**src/rtl/sr_cond_pkg.sv**
```systemverilog
`default_nettype none
// ============================================================================
// Module   : sr_cond_pkg
// Purpose  : Shared constants for the SR latch input conditioner: channel
//            indices into the per-channel vectors and the default debounce
//            length.
// Ports    : none (package)
// Revision : 1.0 - initial release
// ============================================================================
package sr_cond_pkg;

    // Channel positions inside the raw / debounced-state vectors
    localparam int CH_SET = 0;
    localparam int CH_RST = 1;
    localparam int CH_EN  = 2;
    localparam int NUM_CH = 3;

    // Default number of consecutive disagreeing clocks before a state flips
    localparam int DEFAULT_DEBOUNCE_CYCLES = 4;

endpackage : sr_cond_pkg
`default_nettype wire

```
**src/rtl/debounce_channel.sv**
```systemverilog
`default_nettype none
// ============================================================================
// Module   : debounce_channel
// Purpose  : One conditioning channel: 2-flop synchronizer followed by a
//            consecutive-sample debounce counter and the debounced state.
// Ports    : clk       - system clock, rising edge
//            reset     - synchronous, active-high reset
//            raw_in    - asynchronous, bouncy input
//            state_out - debounced level
// Revision : 1.0 - initial release
// ============================================================================
module debounce_channel
    import sr_cond_pkg::*;
#(
    parameter int DEBOUNCE_CYCLES = DEFAULT_DEBOUNCE_CYCLES,
    parameter int CNT_W           = $clog2(DEBOUNCE_CYCLES + 1)
) (
    input  logic clk,
    input  logic reset,
    input  logic raw_in,
    output logic state_out
);

    // Count value at which the next disagreeing sample flips the state
    localparam logic [CNT_W-1:0] c_cnt_last = CNT_W'(DEBOUNCE_CYCLES - 1);

    logic             r_sync1_q;
    logic             r_sync2_q;
    logic [CNT_W-1:0] r_cnt_q;
    logic             r_state_q;

    logic             w_sync1_d;
    logic             w_sync2_d;
    logic [CNT_W-1:0] w_cnt_d;
    logic             w_state_d;

    always_comb begin
        w_sync1_d = raw_in;
        w_sync2_d = r_sync1_q;
        w_cnt_d   = '0;
        w_state_d = r_state_q;
        if (r_sync2_q != r_state_q) begin
            if (r_cnt_q == c_cnt_last) begin
                // Enough consecutive disagreeing samples: accept new level
                w_state_d = r_sync2_q;
                w_cnt_d   = '0;
            end else begin
                w_cnt_d = r_cnt_q + CNT_W'(1);
            end
        end
        // Any agreeing sample leaves w_cnt_d at 0, restarting the count
    end

    always_ff @(posedge clk) begin
        if (reset) begin
            r_sync1_q <= 1'b0;
            r_sync2_q <= 1'b0;
            r_cnt_q   <= '0;
            r_state_q <= 1'b0;
        end else begin
            r_sync1_q <= w_sync1_d;
            r_sync2_q <= w_sync2_d;
            r_cnt_q   <= w_cnt_d;
            r_state_q <= w_state_d;
        end
    end

    assign state_out = r_state_q;

endmodule : debounce_channel
`default_nettype wire

```
**src/rtl/sr_button_conditioner.sv**
```systemverilog
`default_nettype none
// ============================================================================
// Module   : sr_button_conditioner
// Purpose  : Turns raw set/reset buttons and an enable switch into clean SR
//            latch controls: one-cycle s/r pulses that are never high
//            together, a debounced enable level, and a one-cycle flag for
//            any suppressed conflicting request.
// Ports    : clk       - system clock, rising edge
//            reset     - synchronous, active-high reset
//            btn_set   - raw set button (async, bouncy)
//            btn_reset - raw reset button (async, bouncy)
//            sw_enable - raw enable switch (async, bouncy)
//            s         - registered one-cycle set pulse
//            r         - registered one-cycle reset pulse
//            e         - debounced enable level
//            invalid   - registered one-cycle conflict flag
// Revision : 1.0 - initial release
// ============================================================================
module sr_button_conditioner
    import sr_cond_pkg::*;
#(
    parameter int DEBOUNCE_CYCLES = DEFAULT_DEBOUNCE_CYCLES,
    parameter int CNT_W           = $clog2(DEBOUNCE_CYCLES + 1)
) (
    input  logic clk,
    input  logic reset,
    input  logic btn_set,
    input  logic btn_reset,
    input  logic sw_enable,
    output logic s,
    output logic r,
    output logic e,
    output logic invalid
);

    logic [NUM_CH-1:0] w_raw;
    logic [NUM_CH-1:0] w_state;

    assign w_raw[CH_SET] = btn_set;
    assign w_raw[CH_RST] = btn_reset;
    assign w_raw[CH_EN]  = sw_enable;

    genvar gi;
    generate
        for (gi = 0; gi < NUM_CH; gi++) begin : g_ch
            debounce_channel #(
                .DEBOUNCE_CYCLES (DEBOUNCE_CYCLES),
                .CNT_W           (CNT_W)
            ) u_debounce (
                .clk       (clk),
                .reset     (reset),
                .raw_in    (w_raw[gi]),
                .state_out (w_state[gi])
            );
        end
    endgenerate

    // Previous debounced state of set/reset channels for rising-edge detect.
    // Enable is passed straight through, so it needs no history.
    logic [CH_RST:CH_SET] r_prev_q;
    logic                 r_s_q;
    logic                 r_r_q;
    logic                 r_inv_q;

    logic [CH_RST:CH_SET] w_prev_d;
    logic                 w_s_d;
    logic                 w_r_d;
    logic                 w_inv_d;
    logic                 w_rise_set;
    logic                 w_rise_rst;

    always_comb begin
        w_prev_d   = w_state[CH_RST:CH_SET];
        w_rise_set = w_state[CH_SET] & ~r_prev_q[CH_SET];
        w_rise_rst = w_state[CH_RST] & ~r_prev_q[CH_RST];
        w_s_d      = w_rise_set;
        w_r_d      = w_rise_rst;
        w_inv_d    = 1'b0;

        if (w_rise_set && w_rise_rst) begin
            // Simultaneous requests: drop both
            w_s_d   = 1'b0;
            w_r_d   = 1'b0;
            w_inv_d = 1'b1;
        end else if (w_rise_set && w_state[CH_RST]) begin
            // Set requested while reset is still held down
            w_s_d   = 1'b0;
            w_inv_d = 1'b1;
        end else if (w_rise_rst && w_state[CH_SET]) begin
            // Reset requested while set is still held down
            w_r_d   = 1'b0;
            w_inv_d = 1'b1;
        end
    end

    always_ff @(posedge clk) begin
        if (reset) begin
            r_prev_q <= '0;
            r_s_q    <= 1'b0;
            r_r_q    <= 1'b0;
            r_inv_q  <= 1'b0;
        end else begin
            r_prev_q <= w_prev_d;
            r_s_q    <= w_s_d;
            r_r_q    <= w_r_d;
            r_inv_q  <= w_inv_d;
        end
    end

    assign s       = r_s_q;
    assign r       = r_r_q;
    assign e       = w_state[CH_EN];
    assign invalid = r_inv_q;

endmodule : sr_button_conditioner
`default_nettype wire

```
**config.mk**
```make
export PLATFORM = sky130hd
export DESIGN_NAME = sr_button_conditioner
export DESIGN_NICKNAME = d
export VERILOG_FILES = /design/src/rtl/sr_cond_pkg.sv /design/src/rtl/debounce_channel.sv /design/src/rtl/sr_button_conditioner.sv
export SDC_FILE = /design/constraint.sdc
export NUM_CORES = 1
export LEC_CHECK = 0
export ABC_AREA = 0
export ABC_CLOCK_PERIOD_IN_PS = 1310
export CAP_MARGIN = 25
export CORE_ASPECT_RATIO = 0.9
export CORE_MARGIN = 3
export CORE_UTILIZATION = 52
export CTS_CLUSTER_SIZE = 16
export DETAILED_ROUTE_END_ITERATION = 7
export HOLD_SLACK_MARGIN = 0.06
export PLACE_DENSITY = 0.75
export SLEW_MARGIN = 20
export SYNTH_ARGS = -nofsm -noshare
export SYNTH_HDL_FRONTEND = slang
export SYNTH_SLANG_ARGS = --single-unit
```
**constraint.sdc**
```tcl
create_clock -name clk -period 1.31 [get_ports clk]
set_clock_uncertainty 0.15 [all_clocks]
set_input_delay 0.1965 -clock clk [delete_from_list [all_inputs] [get_ports clk]]
set_output_delay 0.1965 -clock clk [all_outputs]
set_load 0.1 [all_outputs]
```
**Word-level counts from Yosys, hierarchy flattened**

Cells that the tools add are included.

- Word-level logic and storage cells: 48
- Output and inout bits: 4
- Input port bits: 5
- Flip-flop bits (word level): 23

- $add $sub $neg: 3
- Reductions and logical operators: 11
- Eq/ne operators: 6
- Mux-type cells: 5
- Bitwise logic cells: 7

Operators by type and width:

| kind | number |
|---|---|
| OR reduction 3 bit | 4 |
| adder 3 x 1 -> 3 bit, second input constant | 3 |
| == test 3 x 2 -> 1 bit, second input constant | 3 |
| AND reduction 2 bit | 3 |
| 2-to-1 mux 1 bit | 5 |
| inverter 1 bit | 5 |
| logical AND 1 bit | 3 |
| inequality test 1 bit | 3 |
| bitwise AND 1 bit | 2 |
| OR reduction 2 bit | 1 |

**Longest topological paths before layout**

- Depth in word-level cells: 6
- Mapped depth: 4
- Gate-level depth less buffers: 4

**By module**

A second synthesis with hierarchy kept.

- Cells, all modules: 62
- Area total of the unflattened synthesis: 793.3 µm²

Modules (own cells, without submodules):

| module | cells each | area an instance (µm²) | instances | seq. area each (µm²) |
|---|---|---|---|---|
| debounce_channel | 17 | 211.5 | 3 | 120.1 |
| sr_button_conditioner | 11 | 158.9 | 1 | 100.1 |

**Least setup slack after synthesis**

No wires, ideal clock.

- Path kind: register to register
- Start point: register g_ch[2].u_debounce.r_state_q
- End point: register g_ch[2].u_debounce.r_cnt_q[1]
- Arrival time: 1.411 ns
- Required time: 1.064 ns
- Setup time: 0.096 ns
- Cell stages (with the launch flop): 3
- Slack: -0.348 ns
- Buffers on the path: 0
- Clock period less this slack: 1.658 ns
- Cell sequence: dfxtp_1 -> xnor2_1 -> nor4b_1

- Word-level cells in the longest chain between the ends: 3

Ends and longest elaborated chain:

| item | RTL line | RTL |
|---|---|---|
| from (decl) | debounce_channel.sv:30 | `logic r_state_q;` |
| from (signal assigned) | debounce_channel.sv:64 | `r_state_q <= w_state_d;` |
| inequality test 1 bit | debounce_channel.sv:42 | `if (r_sync2_q != r_state_q) begin` |
| inverter 1 bit (no line) | - |  |
| OR reduction 3 bit (no line) | - |  |
| to (signal assigned) | debounce_channel.sv:63 | `r_cnt_q <= w_cnt_d;` |
| to (decl) | debounce_channel.sv:29 | `logic [CNT_W-1:0] r_cnt_q;` |

No other way between the ends.
A chain may end at the register's enable or synchronous reset.

**Final worst setup path**

- Start point: register g_ch[0].u_debounce.r_cnt_q[0]
- End point: register g_ch[0].u_debounce.r_cnt_q[2]

- Word-level cells in the longest chain between the ends: 2
- Elaborated cells on any way between the ends: 3
- Classes of those cells: add/sub: 1; eq/ne: 1; reduce/logical: 1

Ends and longest elaborated chain:

| item | RTL line |
|---|---|
| from (decl) | debounce_channel.sv:29 |
| from (signal assigned) | debounce_channel.sv:63 |
| parallel branches: the longest is 2 deep, another holds adder 3 x 1 -> 3 bit | - |

Parallel ways; which one is timed is not known.

==> run_results.csv <==
group,metric,value,unit
run_status,status,"finished, final reports clean",
finish,final_common_cell,"dfxtp_1",
critical_path,cpPeakStageDelay,0.34,ns
finish,layoutNonFillerInstCount,90,
critical_path,startpoint_type,"register",
critical_path,cp-startpoint,"g_ch[0].u_debounce.r_cnt_q[0]",
finish,stdcell_area,1030,um^2
detailed_routing,dr.pass1.iters,2,
grt,grt_pass1_wl,2030,um
grt,grt_start_max_net_pins,13,
logic_synthesis,yosysUniqueCellTypes,16,
finish,fin_util,76.3,%
min_path,timing.hold.worst.class,"reg -> reg",
sta,slew_headroom,75.0,%
sta,setup_violations,0,
clock_tree,clk_pin_slew,0.11,ns
logic_synthesis,synth_area_per_cell,12.7,um^2
logic_synthesis,synth_top_area_share,56.7,%
sta,rsz0062_at_grt,"no",
clock_tree,root_buffer,"clkbuf_4",
logic_synthesis,syn_inst,64,
place,dp_slack,-0.0541,ns
sta,layout_min_cycle_time,1.26,ns
grt,grtUsageTotal,14.2,%
logic_synthesis,ys_ff_latch,23,
clock_tree,cts_buffers,3,
sta,fin_hold_ws,0.265,ns
min_path,worst_hold_startpoint,"g_ch[2].u_debounce.r_cnt_q[0]",
sta,clock.fmax,0.792,GHz
logic_synthesis,synth_top_area_cell,"dfxtp_1",
clock_tree,ctsLongestPathBuffers,2,
sta,tightest_slew,0.372,ns
clock_tree,cts_tree,"done",
place,place_hpwl,770,um
critical_path,crit_buf_inv,0,
logic_synthesis,synthTopCellsByArea,"dfxtp_1 (57%), ha_1 (9.2%), and2b_2 (7.6%)",
critical_path,critPathArrivalTime,1.34,ns
place,placed_cell_area,940,um^2
clock_tree,clock_latency,0.31,ns
floorplan,design.die.area,2070,um^2
grt,overflow,0,
sta,period_share,96.4,%
critical_path,cp_slowest_cell,"dfxtp_2",
detailed_routing,wirelength,1200,um
sta,timing.final.ws_setup,0.0473,ns
finish,area_delta_synth_final,27.0,%
finish,fillers,93,
place,dp.cells,86,
floorplan,die_w,47.7,um
logic_synthesis,syn-cell-area,812,um^2
detailed_routing,drt_iter0_markers,2,
sta,finalHoldViolCount,0,
place,gp_congestion,0.685,
finish,antennaDiodeCount,0,
clock_tree,htree_levels,1,
finish,nets,88,
detailed_routing,dr_total_vias,481,
floorplan,start_util,60.1,%
logic_synthesis,yosysSeqAreaShare,56.7,%
floorplan,num_rows,12,
detailed_routing,drc,0,
critical_path,crit_type,"reg -> reg",
pwr,p_per_area,1050,nW/um^2
grt,antenna_found_initial,0,
detailed_routing,wl_per_cell,13.4,um
pwr,max-vdd-ir-drop,0.879,mV
sta,drv_slew,0,
floorplan,core_area,1350,um^2
flow_run,maxCapViolations,0,
critical_path,crit_required,1.39,ns
critical_path,crit-reg2reg-launch,"g_ch[0].u_debounce.r_cnt_q[0]",
clock_tree,cts.sinks,23,
pwr,cellLeakagePower,0.386,nW
logic_synthesis,synth.net_count,75,
critical_path,cp_max_fo,2,
critical_path,endpoint_kind,"register",
sta,setup_tns,0,ns
finish,final_cell_mix,"dfxtp_1 (20), and2b_2 (7), clkdlybuf4s50_1 (4), buf_12 (4)",
detailed_routing,vias_per_cell,5.34,
clock_tree,ctsHoldBuffers,0,
floorplan,io_pins,9,
grt,grt_pass1_vias,505,
logic_synthesis,ys_warn_count,0,
detailed_routing,ant_nets,0,
pwr,finalPower,1.08,mW
finish,drive_gt1_share,38.2,%
place,io_buffer_count,8,
floorplan,die_h,43.5,um
critical_path,crit_family,"adder cells",
critical_path,path_cells,"ha_1, ha_4, nor4_2",
state kept, by name (all words and copies together) (netlist names):
name                       flops
invalid                        1
g_ch.u_debounce.r_sync1_q      3
g_ch.u_debounce.r_sync2_q      3
r_prev_q                       2
g_ch.u_debounce.r_cnt_q        9
g_ch.u_debounce.state_out      3
s                              1
r                              1
where the power goes:
group	total [mW]	switching [mW]	internal, mW	leakage [nW]
registers	0.716	0.00491	0.711	0.188
logic	0.0466	0.0194	0.0272	0.183
clock network	0.317	0.198	0.119	0.0150
worst paths after layout:
check / end / slack [ns] / cells after the start
hold / removal: g_ch[2].u_debounce.r_cnt_q[0] / 0.27 / 1
hold reg to reg: g_ch[2].u_debounce.r_cnt_q[0] / 0.27 / 1
setup reg to reg: g_ch[0].u_debounce.r_cnt_q[2] / 0.05 / 3
setup / recovery: g_ch[0].u_debounce.r_cnt_q[2] / 0.05 / 3
final cells by class:
type                    instances  area (um^2)  area share [%]
clock buffers                   4         26.3            2.55
repair buffers                 10          135            13.1
multi-input cells              36          377            36.5
well taps                      14         17.5            1.70
flip-flops and latches         23          464            45.0
inverters                       3         11.3            1.09
cell families after synthesis:
family	after synthesis	synth area share [%]
buffers and inverters	5	4.62
adder cells (fa/ha/maj)	6	9.24
flip-flops	23	56.7
AND/OR/NAND/NOR	24	22.5
XOR/XNOR	3	3.24
multiplexers	3	3.70
cells in the mapped netlist:
library cell	instances
buf_8	1
and2b_2	7
mux2i_1	3
nor2_1	3
nor4b_2	2
inv_1	3
nor2b_2	1
ha_1	6
dfxtp_1	23
and3_1	1
nor4_1	6
buf_6	1
nand2_1	1
xnor2_1	3
nor3b_1	2
nor4b_1	1
worst register-to-register path, cell delays in order (launching register included):
cell,delay (ns)
dfxtp_2,0.34
ha_1,0.22
ha_4,0.22
nor4_2,0.25
timing repair:
| action | 4_1_cts | 5_1_grt |
|---|---|---|
| buffers inserted | 0 | 0 |
| setup endpoints to repair | 1 | 12 |
| gates resized for setup | 1 | 11 |
| pin swaps | 1 | 1 |
routing by layer:
metal / track usage [%] / part of all wire, %
met5: 0 / 0
met4: 4.84 / 1.7
met3: 7.47 / 4.8
met2: 23.8 / 51
met1: 14.8 / 42
Note: power is estimated with default switching activity, not from simulation.
